===== config.mk =====
export PLATFORM = sky130hd
export DESIGN_NAME = uart_tx_fifo
export DESIGN_NICKNAME = d
export VERILOG_FILES = /design/src/rtl/uart_tx_fifo.sv
export SDC_FILE = /design/constraint.sdc
export NUM_CORES = 1
export LEC_CHECK = 0
export BUFFER_PORTS_ARGS = -buffer_cell sky130_fd_sc_hd__buf_2
export CAP_MARGIN = 20
export CELL_PAD_IN_SITES_DETAIL_PLACEMENT = 0
export CELL_PAD_IN_SITES_GLOBAL_PLACEMENT = 2
export CORE_MARGIN = 8
export CORE_UTILIZATION = 40
export CTS_CLUSTER_SIZE = 8
export DETAILED_ROUTE_END_ITERATION = 10
export PLACE_DENSITY = 0.72
export RECOVER_POWER = 25
export SYNTH_ARGS = -nofsm -noshare
export SYNTH_HDL_FRONTEND = slang
export SYNTH_SLANG_ARGS = --single-unit

===== constraint.sdc =====
create_clock -name clk -period 3.08 [get_ports clk]
set_input_delay 0.462 -clock clk [delete_from_list [all_inputs] [get_ports clk]]
set_output_delay 0.462 -clock clk [all_outputs]
set_load 0.005 [all_outputs]

===== src/rtl/uart_tx_fifo.sv =====
// Buffered 8N1 UART transmitter: a byte FIFO fed over valid/ready, drained LSB-first onto uart_tx
// with no idle gap between consecutive frames.
module uart_tx_fifo #(
  parameter int unsigned BAUD_DIV   = 868,
  parameter int unsigned FIFO_DEPTH = 16
) (
  input  logic                          clk,
  input  logic                          rst_n,
  input  logic [7:0]                    in_data,
  input  logic                          in_valid,
  output logic                          in_ready,
  output logic                          uart_tx,
  output logic                          tx_busy,
  output logic                          tx_done,
  output logic [$clog2(FIFO_DEPTH):0]   fifo_count
);

  localparam int unsigned PtrW   = $clog2(FIFO_DEPTH);
  localparam int unsigned CountW = PtrW + 1;
  localparam int unsigned CntW   = $clog2(BAUD_DIV);

  typedef enum logic [1:0] {StIdle, StStart, StData, StStop} state_e;

  state_e            state_q, state_d;
  logic [CntW-1:0]   baud_q, baud_d;
  logic [2:0]        bit_q, bit_d;
  logic [7:0]        shift_q, shift_d;
  logic              tx_q, tx_d;
  logic [PtrW-1:0]   wr_ptr_q, wr_ptr_d;
  logic [PtrW-1:0]   rd_ptr_q, rd_ptr_d;
  logic [CountW-1:0] count_q, count_d;
  logic [7:0]        mem_q [FIFO_DEPTH];

  logic push, pop, baud_wrap, fifo_nonempty;

  assign baud_wrap     = (baud_q == CntW'(BAUD_DIV - 1));
  assign fifo_nonempty = (count_q != '0);
  // Acceptance depends on the registered count only, so a same-cycle pop never frees a slot.
  assign in_ready      = (count_q != CountW'(FIFO_DEPTH));
  assign push          = in_valid && in_ready;

  assign uart_tx    = tx_q;
  assign tx_busy    = (state_q != StIdle);
  assign tx_done    = (state_q == StStop) && baud_wrap;
  assign fifo_count = count_q;

  // Frame sequencing: next state, baud counter, shift register and serial line level.
  always_comb begin
    state_d = state_q;
    baud_d  = baud_q + CntW'(1);
    bit_d   = bit_q;
    shift_d = shift_q;
    tx_d    = tx_q;
    pop     = 1'b0;
    unique case (state_q)
      StIdle: begin
        baud_d = '0;
        if (fifo_nonempty) begin
          pop     = 1'b1;
          shift_d = mem_q[rd_ptr_q];
          tx_d    = 1'b0;
          state_d = StStart;
        end
      end
      StStart: begin
        if (baud_wrap) begin
          baud_d  = '0;
          bit_d   = 3'd0;
          tx_d    = shift_q[0];
          state_d = StData;
        end
      end
      StData: begin
        if (baud_wrap) begin
          baud_d = '0;
          if (bit_q == 3'd7) begin
            tx_d    = 1'b1;
            state_d = StStop;
          end else begin
            bit_d   = bit_q + 3'd1;
            shift_d = {1'b0, shift_q[7:1]};
            tx_d    = shift_q[1];
          end
        end
      end
      StStop: begin
        if (baud_wrap) begin
          baud_d = '0;
          if (fifo_nonempty) begin
            // Chain straight into the next start bit: zero idle gap.
            pop     = 1'b1;
            shift_d = mem_q[rd_ptr_q];
            tx_d    = 1'b0;
            state_d = StStart;
          end else begin
            tx_d    = 1'b1;
            state_d = StIdle;
          end
        end
      end
      default: state_d = StIdle;
    endcase
  end

  // FIFO pointer and occupancy bookkeeping.
  always_comb begin
    wr_ptr_d = push ? wr_ptr_q + PtrW'(1) : wr_ptr_q;
    rd_ptr_d = pop ? rd_ptr_q + PtrW'(1) : rd_ptr_q;
    count_d  = count_q;
    case ({push, pop})
      2'b10:   count_d = count_q + CountW'(1);
      2'b01:   count_d = count_q - CountW'(1);
      default: count_d = count_q;
    endcase
  end

  // State registers; the line returns high immediately on reset.
  always_ff @(posedge clk or negedge rst_n) begin
    if (!rst_n) begin
      state_q  <= StIdle;
      baud_q   <= '0;
      bit_q    <= '0;
      shift_q  <= '0;
      tx_q     <= 1'b1;
      wr_ptr_q <= '0;
      rd_ptr_q <= '0;
      count_q  <= '0;
    end else begin
      state_q  <= state_d;
      baud_q   <= baud_d;
      bit_q    <= bit_d;
      shift_q  <= shift_d;
      tx_q     <= tx_d;
      wr_ptr_q <= wr_ptr_d;
      rd_ptr_q <= rd_ptr_d;
      count_q  <= count_d;
    end
  end

  // FIFO storage; contents need no reset since occupancy is tracked separately.
  always_ff @(posedge clk) begin
    if (push) begin
      mem_q[wr_ptr_q] <= in_data;
    end
  end

endmodule


**Word level (Yosys, flattened, before mapping)**

Memory sizes are Yosys's and may differ from the RTL's.
Index checks and enable logic that the tools add are counted.

- Word-level logic and storage cells: 73
- Memories: 1
- Bits in registers: 37
- Input bits: 11
- Bits in writable memories: 128
- Output and inout port bits: 9

Memories:

| memory | words | bits a word | read ports | clocked after Yosys merged registers in | write ports | RTL line | RTL |
|---|---|---|---|---|---|---|---|
| mem_q | 16 | 8 | 1 | 0 | 1 | 32 | `logic [7:0] mem_q [FIFO_DEPTH];` |

- Reductions and logical operators: 13
- Add/subtract/negate cells: 6
- Eq/ne operators: 14
- Muxes and demuxes: 31

Operators with widths:

| kind | count |
|---|---|
| 8-bit 2-to-1 mux | 4 |
| 8-bit case mux with 3 select lines | 1 |
| 10-bit case mux with 2 select lines | 1 |
| 2-bit != test (second input constant) | 6 |
| 4-bit AND reduction | 3 |
| 1-bit 2-to-1 mux | 11 |
| 10-bit by 1-bit adder with 10-bit output (second input constant) | 1 |
| 10-bit == test (second input constant) | 1 |
| 10-bit 2-to-1 mux | 1 |
| 2-bit 2-to-1 mux | 5 |
| 5-bit case mux with 2 select lines | 1 |
| 3-bit 2-to-1 mux | 3 |
| 4-bit by 1-bit adder with 4-bit output (second input constant) | 2 |
| 2-bit case mux with 4 select lines | 1 |
| 2-bit == test (second input constant) | 3 |
| 3-bit case mux with 2 select lines | 1 |
| 2-bit nonzero test | 3 |
| 5-bit by 1-bit adder with 5-bit output (second input constant) | 1 |
| 5-bit != test (second input constant) | 1 |
| 5-bit AND reduction | 1 |
| 5-bit nonzero test | 1 |
| 5-bit by 1-bit subtractor with 5-bit output (second input constant) | 1 |
| 2-bit by 1-bit == test with 1-bit output (second input constant) | 2 |
| 1-bit case mux with 4 select lines | 1 |
| 7 further kinds | 8 |

**Longest topological paths before layout**

- Depth after elaboration: 6
- Gate-level depth with buffers: 12
- Gate-level depth less buffers: 12

**Least setup slack after synthesis**

No wires, ideal clock.

- Path kind: flip-flop to flip-flop
- Start: register baud_q[0]
- End: register count_q[4], in the netlist fifo_count[4]
- Period minus slack after synthesis: 2929 ps
- Stages on the path, launching flop included: 12
- Required time: 2954 ps
- Path buffers: 0
- Setup time: 126 ps
- Path slack: 151 ps
- Data arrival time: 2803 ps
- Cell sequence: dfrtp_1 > ha_1 > or3b_1 > o41a_1 > nor3_2 > ha_1 > ha_1 > a21o_1 > a21oi_1 > xor2_1 > nor2_1 > xor2_1

- Word-level cells in the longest chain between the ends: 5
- Elaborated cells on any way between the ends: 7
- Classes of those cells: eq/ne (3); mux (3); reduce/logical (1)

RTL lines:

| what | RTL line | RTL |
|---|---|---|
| from (decl) | 25 | `logic [CntW-1:0] baud_q, baud_d;` |
| from (signal assigned) | 130 | `baud_q <= baud_d;` |
| 10-bit == test (*) | 36 | `assign baud_wrap = (baud_q == CntW'(BAUD_DIV - 1));` |
| 1-bit 2-to-1 mux (*) | 87 | `if (baud_wrap) begin` |
| 1-bit case mux with 2 select lines (*) | 55 | `unique case (state_q)` |
| net pop | 34 | `logic push, pop, baud_wrap, fifo_nonempty;` |
| 2-bit by 1-bit == test with 1-bit output / 2-bit == test (equally long branches) | 110 | `case ({push, pop})` |
| 5-bit case mux with 2 select lines / 2-bit nonzero test (equally long branches) | -- |  |
| to (signal assigned) | 136 | `count_q <= count_d;` |
| to (decl) | 31 | `logic [CountW-1:0] count_q, count_d;` |

The timed path passes the listed nets; every way through them passes the cells marked *.
A chain may end at the register's enable or synchronous reset.

**Worst setup path in the final report**

- Start: register baud_q[1]
- End: register count_q[4], in the netlist fifo_count[4]

The elaborated chain is that of the path after synthesis.

==> run_results.csv <==
group,metric,value,unit
run_status,status,"finished clean",
pwr,switching_share,31.41,%
sta,clock.fmax,347.6,MHz
yosys,ys_ff_latch,165,
sta,fin_setup_tns,0,ps
cts,ctsLongestPathBuffers,2,
global_routing,grt_max_degree,38,
floorplanning,fp.dieW,147.0,µm
yosys,synth_edf_count,128,
sta,relSlewSlack,41.54,%
pwr,power.leakage,0.002828,µW
sta,post-route-min-period,2877,ps
pwr,ir_drop,427.3,µV
sta,worst_pin_slew,876.9,ps
global_routing,grt_pass1_wl,20700,µm
pwr,power_frac_comb,30.7,%
yosys,synth_top_area_share,56.03,%
yosys,synth_seq_area_share,69.54,%
floorplanning,dieArea,21600,µm²
cts,clk_pin_slew_worst_paths,60,ps
yosys,syn_avg_cell_area,16.61,µm²
pwr,pwr-share-seq,40.1,%
sta,finalCritPeriodShare,93.39,%
worst_setup_path,path_class,"reg2reg",
worst_setup_path,cp.arrival,3190,ps
yosys,synth_top_area_cell,"edfxtp_1",
place,place_area,7326,µm²
global_routing,grt_overflow,0,
yosys,synthTopCellsByArea,"edfxtp_1 (56%), dfrtp_1 (13%), mux4_2 (11%)",
finish,drive_gt1_share,22.48,%
global_routing,grt_pass1_vias,3852,
pwr,internal_power,5162,µW
detailed_routing,wl_per_cell,18.19,µm
yosys,synth-main-ff-cell,"edfxtp_1",
detailed_routing,via_count,3537,
detailed_routing,drc_errors,0,
finish,antenna_cells,0,
worst_setup_path,worst_setup_path_start_kind,"flop",
floorplanning,initial_core_util,40.22,%
cts,cts_tree,"done",
yosys,synth_cell_types,42,
place,port_buffers,19,
floorplanning,die_h,147.0,µm
detailed_routing,firstDrtPassIters,4,
worst_setup_path,crit_required,3390,ps
cts,clock_latency,430,ps
floorplanning,io-pin-count,20,
place,post-dp-hpwl,8535,µm
detailed_routing,avgViaCountPerCell,5.111,
pwr,power.density,946.2,nW/µm²
sta,slew_viol_final,0,
yosys,netlist_instances,413,
place,gp_routability_congestion,0.7186,
pwr,pwr-share-clk,29.3,%
sta,rsz0062_at_grt,"no",
yosys,synth_area,6860,µm²
pwr,switchingPower,2364,µW
yosys,synth_nets,443,
detailed_routing,routed_wl,12590,µm
finish,fin_area,7954,µm²
yosys,synthArstFlopShare,22.42,%
hold_path,worstHoldPathType,"in2async",
cts,numCtsBuffers,17,
detailed_routing,postRouteAntennaNets,0,
cts,cts-root-buf,"clkbuf_16",
yosys,ys_warn_count,0,
floorplanning,coreArea,17060,µm²
detailed_routing,drt_iter0_drc,192,
pwr,power.total,7526,µW
finish,nNetsFinal,484,
global_routing,grtUsageTotal,12.61,%
flow_run,drv_cap,0,
cts,clock-sinks,165,
finish,area_delta_synth_final,15.94,%
worst_setup_path,end_kind,"flop",
cts,cts_hold_buf,0,
floorplanning,rows,48,
cts,cts_max_level,4,
sta,setup_viol,0,
sta,finalHoldViolations,0,
worst_setup_path,critPathMaxFanout,4,
global_routing,antenna_found_initial,0,
sta,skew,15.68,ps
==> power groups by stage <==
| stage | clock network, µW | logic [µW] | registers [µW] |
|---|---|---|---|
| floorplan | 0 | 1760 | 2960 |
| global placement | 0 | 2310 | 3050 |
| detailed placement | 0 | 2340 | 3070 |
| CTS | 2250 | 2340 | 3030 |
| global route | 2350 | 2570 | 3070 |
| finish | 2200 | 2310 | 3020 |
==> layout make-up <==
type                    instances  area (µm²)
fillers                      1508        9102
inverters                      10       37.54
well taps                     225       281.5
clock buffers                  18       429.2
repair buffers                 42       270.3
flip-flops and latches        165        4772
multi-input cells             218        1972
clock inverters                14       191.4
==> cells in the mapped netlist, drive strengths merged (2+ instances only) <==
cell type	n
ha	18
clkbuf	12
edfxtp	128
or3	2
mux4	32
nor2b	3
a22oi	17
nand2	13
o21ai	5
xor2	8
a21o	3
xnor2	11
buf	8
nor3	7
mux2	3
dfrtp	36
nand4	4
a21oi	26
inv	10
nand2b	3
and2	2
nor4	2
nor2	36
a22o	6
nand3	5
==> metrics by stage <==
step	cells	hold WS [ps]	utilization, %	worst slack (ps)
2_1_floorplan	413	166.4	-	151.2
3_3_place_gp	658	466.7	42.95	215.0
3_5_place_dp	658	478.4	42.95	163.4
4_1_cts	690	192.8	46.59	144.0
5_1_grt	692	230.5	46.63	25.04
6_report	692	156.5	46.63	203.5
==> worst max-delay path, stage by stage, from the launching register on <==
cell and delay [ps]:
dfrtp_1 370, ha_2 220, or3b_1 390, o41a_1 360, nor3_2 240, ha_1 200, ha_1 260, a21o_1 170
a21oi_1 170, xor2_1 170, nor2_1 70, xor2_1 150
==> metal layers <==
layer / part of all wire [%] / GRT usage [%] / routed length, µm
met5: 0 / 0 / 0
met4: 1.3 / 4.335 / 160
met3: 3.7 / 3.814 / 460
met2: 51 / 20.92 / 6411
met1: 44 / 15.41 / 5558
==> flip-flops by register name, summed over array words and instances, names as in the netlist <==
| register | count |
|---|---|
| baud_q | 10 |
| bit_q | 3 |
| fifo_count | 5 |
| mem_q | 128 |
| rd_ptr_q | 4 |
| shift_q | 8 |
| state_q | 2 |
| uart_tx | 1 |
| wr_ptr_q | 4 |
==> final timing paths <==
kind	startpoint	depth (start not counted)	slack, ps	to
setup reg to reg	baud_q[1]	11	200	fifo_count[4]
setup / recovery	baud_q[1]	11	200	fifo_count[4]
max in group asynchronous	rst_n	1	2320	rd_ptr_q[0]
hold / removal	rst_n	1	160	rd_ptr_q[3]
min in group clk	uart_tx	2	480	uart_tx
hold reg to reg	uart_tx	2	480	uart_tx
==> repair_timing <==
| item | CTS | global route |
|---|---|---|
| endpoints found under the setup margin | 0 | 1 |
| resized for setup | 0 | 1 |
| setup buffers | 0 | 2 |
==> cell families after synthesis <==
family | share of synthesized area, %
flops | 69.54
mux | 11.00
simple gates | 5.544
xor+xnor | 2.426
fa+ha+maj | 3.575
buf+inv | 1.751
compound gates | 6.164
==> cells in the final DEF (no fill, tap or decap), types with 10 or more instances in the layout <==
cell type / instances
a21oi_1: 26
a22oi_1: 17
buf_2: 11
buf_4: 22
clkbuf_16: 17
dfrtp_1: 35
edfxtp_1: 128
ha_1: 17
inv_1: 10
mux4_2: 32
nand2_1: 13
nor2_1: 36
xnor2_1: 11
Note: power is estimated with default switching activity, not from simulation.
